[src/rtl/servo_val_limiter.sv]
// -----------------------------------------------------------------------------
// servo_val_limiter
//
// Purpose:
//   Two-stage pipeline that turns raw servo position requests into slew-limited
//   channel values. Stage 1 applies a per-transaction transform (offset,
//   clamp, compress or bypass) and clamps the result to [MIN, MAX] unless the
//   transform is bypass. Stage 2 limits the change of the addressed channel to
//   STEP per update and writes the result into the channel store.
//
// Ports:
//   clk        in   rising-edge clock
//   rst        in   synchronous reset, active-low
//   in_valid   in   one-cycle request strobe
//   in_ch      in   target channel (requests with in_ch >= CH are dropped)
//   in_mode    in   transform: 00 offset, 01 clamp, 10 compress, 11 bypass
//   in_val     in   unsigned raw position
//   out_valid  out  one-cycle strobe, two cycles after the accepted request
//   out_ch     out  channel of the update (holds while out_valid is low)
//   out_val    out  new channel value (holds while out_valid is low)
//   y_val_lim  out  all channel values, channel k at [k*W +: W]
// -----------------------------------------------------------------------------
module servo_val_limiter #(
    parameter int W      = 11,
    parameter int CH     = 2,
    parameter int MIN    = 500,
    parameter int MAX    = 1500,
    parameter int CENTER = 1000,
    parameter int OFFSET = 300,
    parameter int STEP   = 100,
    localparam int CW    = (CH > 1) ? $clog2(CH) : 1
) (
    input  logic            clk,
    input  logic            rst,
    input  logic            in_valid,
    input  logic [CW-1:0]   in_ch,
    input  logic [1:0]      in_mode,
    input  logic [W-1:0]    in_val,
    output logic            out_valid,
    output logic [CW-1:0]   out_ch,
    output logic [W-1:0]    out_val,
    output logic [CH*W-1:0] y_val_lim
);

    // Signed working width: two extra bits keep in_val - CENTER and
    // in_val - OFFSET representable without wrap.
    localparam int SW    = W + 2;
    localparam int NSLOT = 1 << CW;

    localparam logic signed [SW-1:0] ZERO_S  = {SW{1'b0}};
    localparam logic signed [SW-1:0] MIN_S   = SW'(MIN);
    localparam logic signed [SW-1:0] MAX_S   = SW'(MAX);
    localparam logic signed [SW-1:0] CEN_S   = SW'(CENTER);
    localparam logic signed [SW-1:0] OFF_S   = SW'(OFFSET);
    localparam logic signed [SW-1:0] STEP_S  = SW'(STEP);
    localparam logic signed [SW-1:0] NSTEP_S = ZERO_S - STEP_S;
    localparam logic [W-1:0]         CEN_W   = W'(CENTER);
    localparam logic                 SLEW_EN = (STEP != 0) ? 1'b1 : 1'b0;

    // Clamp a signed working value into [MIN, MAX].
    function automatic logic signed [SW-1:0] clamp_rng(input logic signed [SW-1:0] v);
        if (v < MIN_S) begin
            return MIN_S;
        end else if (v > MAX_S) begin
            return MAX_S;
        end else begin
            return v;
        end
    endfunction

    // Per-index legality table; lets a non-power-of-two CH reject the unused
    // encodings of in_ch without a constant-folded compare.
    logic [NSLOT-1:0] ch_ok_s;
    for (genvar k = 0; k < NSLOT; k++) begin : g_ch_ok
        assign ch_ok_s[k] = (k < CH) ? 1'b1 : 1'b0;
    end

    // Stage 1 registers
    logic          s1_valid_q, s1_valid_d;
    logic [CW-1:0] s1_ch_q;
    logic [W-1:0]  s1_tgt_q, s1_tgt_d;

    // Stage 2 / output registers
    logic            out_valid_q;
    logic [CW-1:0]   out_ch_q;
    logic [W-1:0]    out_val_q, out_val_d;
    logic [CH*W-1:0] y_q;

    logic signed [SW-1:0] in_s, off_s, half_s, tgt_s;
    logic signed [SW-1:0] prev_s, tgt2_s, diff_s, new_s;

    // Stage 1 target: transform selected by in_mode, then range clamp.
    always_comb begin
        in_s  = $signed({2'b00, in_val});
        off_s = in_s - OFF_S;
        if (off_s < ZERO_S) begin
            off_s = ZERO_S;
        end else begin
            off_s = in_s - OFF_S;
        end
        // Arithmetic shift gives floor division for negative distances.
        half_s = (in_s - CEN_S) >>> 1;
        tgt_s  = in_s;
        case (in_mode)
            2'b00:   tgt_s = clamp_rng(off_s);
            2'b01:   tgt_s = clamp_rng(in_s);
            2'b10:   tgt_s = clamp_rng(CEN_S + half_s);
            2'b11:   tgt_s = in_s;
            default: tgt_s = in_s;
        endcase
        s1_tgt_d   = tgt_s[W-1:0];
        s1_valid_d = in_valid & ch_ok_s[in_ch];
    end

    // Stage 1 pipeline register; illegal channels never become valid.
    always_ff @(posedge clk) begin
        if (!rst) begin
            s1_valid_q <= 1'b0;
            s1_ch_q    <= {CW{1'b0}};
            s1_tgt_q   <= {W{1'b0}};
        end else begin
            s1_valid_q <= s1_valid_d;
            if (in_valid) begin
                s1_ch_q  <= in_ch;
                s1_tgt_q <= s1_tgt_d;
            end
        end
    end

    // Stage 2 slew limit. The channel store is written in this same stage, so
    // a back-to-back update of one channel already reads the freshly written
    // value: forwarding falls out of the structure.
    always_comb begin
        prev_s = $signed({2'b00, y_q[s1_ch_q*W +: W]});
        tgt2_s = $signed({2'b00, s1_tgt_q});
        diff_s = tgt2_s - prev_s;
        new_s  = tgt2_s;
        if (SLEW_EN && (diff_s > STEP_S)) begin
            new_s = prev_s + STEP_S;
        end else if (SLEW_EN && (diff_s < NSTEP_S)) begin
            new_s = prev_s - STEP_S;
        end else begin
            new_s = tgt2_s;
        end
        out_val_d = new_s[W-1:0];
    end

    // Stage 2 register: output strobe, held out_ch/out_val, channel store.
    always_ff @(posedge clk) begin
        if (!rst) begin
            out_valid_q <= 1'b0;
            out_ch_q    <= {CW{1'b0}};
            out_val_q   <= {W{1'b0}};
            y_q         <= {CH{CEN_W}};
        end else begin
            out_valid_q <= s1_valid_q;
            if (s1_valid_q) begin
                out_ch_q               <= s1_ch_q;
                out_val_q              <= out_val_d;
                y_q[s1_ch_q*W +: W]    <= out_val_d;
            end
        end
    end

    assign out_valid = out_valid_q;
    assign out_ch    = out_ch_q;
    assign out_val   = out_val_q;
    assign y_val_lim = y_q;

endmodule
[config.mk]
export PLATFORM = sky130hd
export DESIGN_NAME = servo_val_limiter
export DESIGN_NICKNAME = d
export VERILOG_FILES = /design/src/rtl/servo_val_limiter.sv
export SDC_FILE = /design/constraint.sdc
export NUM_CORES = 1
export LEC_CHECK = 0
export CAP_MARGIN = 20
export CORE_UTILIZATION = 40
export CTS_CLUSTER_SIZE = 24
export DETAILED_ROUTE_END_ITERATION = 10
export SLEW_MARGIN = 20
export SYNTH_ARGS = -nofsm -noshare
export SYNTH_HDL_FRONTEND = slang
export SYNTH_SLANG_ARGS = --single-unit
[constraint.sdc]
create_clock -name clk -period 9.3 [get_ports clk]
set_input_delay 1.86 -clock clk [delete_from_list [all_inputs] [get_ports clk]]
set_output_delay 1.86 -clock clk [all_outputs]
set_load 0.05 [all_outputs]
* Word-level counts from Yosys, hierarchy flattened
Cells that the tools add are included. W data, S select, Z words.
Word-level totals: bits in registers 48, output and inout bits 35, word-level logic and storage cells 45
Operators by class: add/subtract/negate cells 7, $mul 1, magnitude comparators 10, equality and inequality tests 3, shift operators 3, multiplexer cells 12, bitwise logic cells 1, reduce and logical (&&, ||, !) cells 1
Operator list (count):
- $mux W11 | 8
- $pmux W11 S4 | 1
- $neg A5 Y34 | 1
- $shift A11 B34 Y22 const A | 1
- $shiftx A11 B34 Y22 | 1
- $bwmux W22 | 1
- $shiftx A22 B6 Y11 | 1
- $gt A13 B12 Y1 const B | 1
- $lt A13 B1 Y1 const B | 1
- $lt A13 B10 Y1 const B | 1
- $mux W13 | 1
- $add A11 B11 Y12 const A | 1
- $gt A12 B12 Y1 const B | 1
- $gt A12 B8 Y1 const B | 1
- $lt A12 B10 Y1 const B | 1
- $lt A12 B8 Y1 const B | 1
- $sub A11 B10 Y12 const B | 1
- $sub A11 B11 Y12 | 1
- $sub A11 B9 Y12 const B | 1
- $add A11 B7 Y11 const B | 1
- $gt A11 B11 Y1 const B | 1
- $lt A11 B9 Y1 const B | 1
- $sub A11 B7 Y11 const B | 1
- $mul A1 B4 Y5 const B | 1
- 6 further kinds | 7

* Depth between registers and ports, before layout
depth after elaboration 8, mapped depth 17, depth with buffers taken out 12

* Worst setup path before layout
Ideal clock, no wire load.
path type input to register, start point input port in_val[4], end point register s1_tgt_q[8], setup time 117 ps, arrival 4392 ps, required time 9183 ps, slack 4791 ps, cell stages on the path 13, path buffers 2, cell sequence buf_2 inv_1 ha_1 clkbuf_2 nand3b_1 xnor2_1 o41a_1 o22ai_1 inv_1 o32ai_1 a31o_2 a21bo_1 a22o_1
Between the ends: longest elaborated chain between the ends 7
RTL lines:
- start, declared | line 38 | input logic [W-1:0] in_val,
- $sub A11 B9 Y12 | line 95, 99
- $lt A13 B1 Y1 | line 96 | if (off_s < ZERO_S) begin
- $mux W13 | line 96
- $gt A13 B12 Y1 | line 64 | end else if (v > MAX_S) begin
- $mux W11 | line 64
- $mux W11 | line 62 | if (v < MIN_S) begin
- $pmux W11 S4 * | line 104 | case (in_mode)
- end signal, assigned | line 120 | s1_tgt_q <= {W{1'b0}};
- end signal, assigned | line 125 | s1_tgt_q <= s1_tgt_d;
- end, declared | line 81 | logic [W-1:0] s1_tgt_q, s1_tgt_d;
Mark *: on every way between the ends. The rest lies on a longest branch, timed or not. A chain may end at the register's enable or synchronous reset.

* Worst setup path in the final report
start point register s1_ch_q, end point register y_q[20], in the netlist y_val_lim[20]
Between the ends: longest elaborated chain between the ends 8
RTL lines:
- start, declared | line 80 | logic [CW-1:0] s1_ch_q;
- start signal, assigned | line 119 | s1_ch_q <= {CW{1'b0}};
- start signal, assigned | line 124 | s1_ch_q <= in_ch;
- $mul A1 B4 Y5 * | line 134, 160
- $shiftx A22 B6 Y11 | line 134 | prev_s = $signed({2'b00, y_q[s1_ch_q*W +: W]});
- $sub A11 B11 Y12 | line 136 | diff_s = tgt2_s - prev_s;
- $lt A12 B8 Y1 | line 140 | end else if (SLEW_EN && (diff_s < NSTEP_S)) begin
- $mux W11 | line 140
- $mux W11 | line 138 | if (SLEW_EN && (diff_s > STEP_S)) begin
- $shiftx A11 B34 Y22 | line 160 | y_q[s1_ch_q*W +: W] <= out_val_d;
- $bwmux W22 * | line 160
- end signal, assigned | line 154 | y_q <= {CH{CEN_W}};
- end signal, assigned by index | line 160
- end, declared | line 87 | logic [CH*W-1:0] y_q;
Marked as above.

==> results.sh <==
export IMPL_syn_area_um2=4220
export IMPL_first_pass_iters=5
export IMPL_p_sw_share_pct=40.0
export IMPL_cts_setup_buffers=0
export IMPL_synthAdderAreaFrac_pct=6.70
export IMPL_drc=0
export IMPL_final_antenna_net_count=0
export IMPL_layoutNonFillerInstCount=724
export IMPL_htree_levels=2
export IMPL_fin_skew_ps=11.9
export IMPL_synth_seq_cells=48
export IMPL_via_per_inst=6.05
export IMPL_tightest_slew_ps=1100
export IMPL_leakagePower_nw=1.85
export IMPL_clock_sinks=48
export IMPL_drt_wl_total_um=12600
export IMPL_cts_hold_buf=0
export IMPL_grt_setup_unrepaired="no"
export IMPL_hold_viol=0
export IMPL_setup_viol=0
export IMPL_ctsResizeCount=0
export IMPL_wl_per_cell_um=17.4
export IMPL_initial_core_util_pct=41.1
export IMPL_fin_setup_tns_ps=0
export IMPL_max_freq_mhz=183
export IMPL_io_buffers=51
export IMPL_cp_required_ps=9480
export IMPL_grt_overflow_total=0
export IMPL_clock_root_buffer="clkbuf_8"
export IMPL_path_clk_slew_ps=100
export IMPL_post_place_cells=716
export IMPL_cts_max_path_buffers=2
export IMPL_grt_pass1_wl_um=20700
export IMPL_crit_path_cell_trace="mux2i_1, ha_1, o21ai_1, a21oi_1, o211ai_1, a21oi_1, nor4b_4, or2_1, mux2i_1, a31oi_1"
export IMPL_synthCells=559
export IMPL_path_buf_inv=0
export IMPL_cp_slowest_cell="a21oi_1"
export IMPL_post_dp_hpwl_um=9680
export IMPL_grt_antenna_before_repair=0
export IMPL_synth_avg_cell_area_um2=7.55
export IMPL_globalplace_congestion=0.911
export IMPL_synthFlopType="dfxtp_1"
export IMPL_hold_depth=2
export IMPL_r2r_end="y_val_lim[20]"
export IMPL_cts_tree="built"
export IMPL_yosys_area_share_xor_xnor_pct=3.73
export IMPL_timing_slew_headroom_pct=26.7
export IMPL_critPathKind="flop to flop"
export IMPL_slowest_delay_ps=870
export IMPL_min_from="y_val_lim[15]"
export IMPL_io_pins=52
export IMPL_ys_warnings_count=0
export IMPL_syn_to_final_growth_pct=15.4
export IMPL_pre_cts_slack_ps=3830
export IMPL_cp_end_kind="flop"
export IMPL_ir_drop_mv=0.0660
export IMPL_die_w_um=105
export IMPL_fin_ws_ps=3840
export IMPL_p_int_mw=0.368
export IMPL_p_sw_mw=0.246
export IMPL_critical_path_top_delay_family="compound AO/OA/AOI/OAI gates"
export IMPL_synth_simple_area_share_pct=22.8
export IMPL_synth_top_family_by_area="compound AO/OA/AOI/OAI gates"
export IMPL_clock_power_share_pct=22.2
export IMPL_die_h_um=105
export IMPL_num_antenna_cells=0
export IMPL_outcome="finished, final reports clean"
export IMPL_drt_iter0_drc=261
export IMPL_slew_violations=0
export IMPL_min_path_type="flop to flop"
export IMPL_synthMuxAreaShare_pct=5.51
export IMPL_grt_max_degree=27
export IMPL_synth_yosys_seq_area_share_pct=22.8
export IMPL_holdPathEnd="y_val_lim[15]"
export IMPL_ff2ff_setup_slack_ps=3840
export IMPL_layout_nets=626
export IMPL_path_max_fanout=16
export IMPL_synth_compound_area_share_pct=32.5
export IMPL_row_count=37
export IMPL_track_usage_pct=23.2
export IMPL_grt_pass1_vias=3970
export IMPL_reg2reg_depth=10
export IMPL_max_cap_viol_count=0
export IMPL_num_vias=4377
export IMPL_critPathLaunchType="flop"
export IMPL_p_seq_share_pct=37.2
export IMPL_reg2reg_from="s1_ch_q"
export IMPL_ys_types=74
export IMPL_core_area_um2=10300
export IMPL_synth_edff_count=0
export IMPL_min_period_over_period_pct=58.7
export IMPL_combPwrFrac_pct=40.6
export IMPL_cp_arrival_ps=5640
export IMPL_async_reset_ff_share_pct=0
export IMPL_numCtsBuffers=5
export IMPL_die_area_um2=11000
export IMPL_synth_nets=598
export IMPL_clk_latency_ps=310
export IMPL_p_per_area_nw_per_um2=126
export IMPL_drive_gt1_share_pct=6.63
export IMPL_layout_min_cycle_time_ps=5460
[synthesized netlist by cell type, types with 10 or more instances]
master	n	area [µm²]
o21ai_0	29	145
nand3_1	14	70.1
a31oi_1	12	75.1
clkbuf_1	19	71.3
a21oi_1	47	235
dfxtp_1	48	961
mux2_2	10	113
o31ai_1	10	75.1
nor2_1	38	143
nand2_1	50	188
xnor2_1	14	123
mux2i_1	12	120
inv_1	30	113
ha_1	21	263
nor3_1	24	120
[area by class of cell]
| cell class | count | area, µm² |
|---|---|---|
| Multi-Input combinational cell | 448 | 3000 |
| Clock buffer | 6 | 82.6 |
| Inverter | 32 | 120 |
| Fill cell | 1039 | 5410 |
| Tap cell | 136 | 170 |
| Clock inverter | 2 | 15.0 |
| Timing Repair Buffer | 52 | 518 |
| Sequential cell | 48 | 961 |
[cell usage in the layout (no fill, tap or decap), types with 4 or more instances in the layout]
| master | instances |
|---|---|
| a211o_1 | 8 |
| a211oi_1 | 9 |
| a21o_1 | 6 |
| a21oi_1 | 47 |
| a31oi_1 | 12 |
| a41oi_1 | 4 |
| and2_1 | 9 |
| and3_1 | 5 |
| clkbuf_8 | 6 |
| clkdlybuf4s50_1 | 51 |
| dfxtp_1 | 48 |
| ha_1 | 21 |
| inv_1 | 30 |
| mux2_2 | 10 |
| mux2i_1 | 12 |
| nand2_1 | 50 |
| nand2b_1 | 9 |
| nand3_1 | 14 |
| nor2_1 | 38 |
| nor2b_1 | 7 |
| nor3_1 | 24 |
| nor3b_1 | 4 |
| nor4_1 | 7 |
| o2111a_1 | 4 |
| o211ai_1 | 8 |
| o21a_1 | 7 |
| o21ai_0 | 29 |
| o21ai_1 | 6 |
| o221ai_1 | 4 |
| o22ai_1 | 4 |
| o31ai_1 | 10 |
| or3_1 | 4 |
| xnor2_1 | 14 |
| xor2_1 | 4 |
[routing by layer]
| layer | track usage, % | part of all wire, % |
|---|---|---|
| met5 | 0 | 0 |
| met3 | 2.50 | 4.6 |
| met4 | 5.03 | 1.7 |
| met2 | 36.8 | 45 |
| met1 | 33.6 | 49 |
[flip-flops by register name, indices dropped and copies added, names as in the netlist]
register	count
s1_ch_q	1
s1_tgt_q	11
s1_valid_q	1
out_ch	1
out_valid	1
y_val_lim	22
out_val	11
[power by group through the flow]
stage	combinational [mW]	clock, mW	sequential [mW]
after floorplan	0.162	0	0.252
after global placement	0.243	0	0.233
after detailed placement	0.245	0	0.233
after CTS	0.246	0.140	0.228
after global routing	0.273	0.149	0.230
final	0.250	0.136	0.228
[worst min-delay path: stages, from the launching register on]
cell and delay (ps):
dfxtp_1 330, nand2_1 50, a21oi_1 50
[worst max path at each step]
stage                         start            end  slack [ps]  cells after the start
after CTS                   s1_ch_q  y_val_lim[20]        3960                     10
after global routing        s1_ch_q  y_val_lim[20]        3390                     10
after detailed placement  in_val[4]    s1_tgt_q[8]        3830                     12
after floorplan           in_val[4]    s1_tgt_q[8]        4790                     13
after global placement    in_val[3]    s1_tgt_q[8]        3940                     12
final                       s1_ch_q  y_val_lim[20]        3840                     10
[cell families (layout without fill, tap and decap cells)]
group | Yosys count | count (layout)
buffers and inverters | 63 | 92
AOI/OAI and AO/OA | 198 | 198
muxes | 22 | 22
and+or+nand+nor | 188 | 188
adders and majority gates | 22 | 22
xor gates and xnor gates | 18 | 18
DFF | 48 | 48
[metrics by stage]
stage	util (%)	hold WS, ps	instance area, µm²	total power, mW
floorplan	-	436	4220	0.414
CTS	47.4	478	4870	0.614
global placement	46.4	460	4770	0.476
detailed placement	46.4	465	4770	0.478
global route	47.4	502	4870	0.652
finish	47.4	479	4870	0.614
Note: power is estimated with default switching activity, not from simulation.
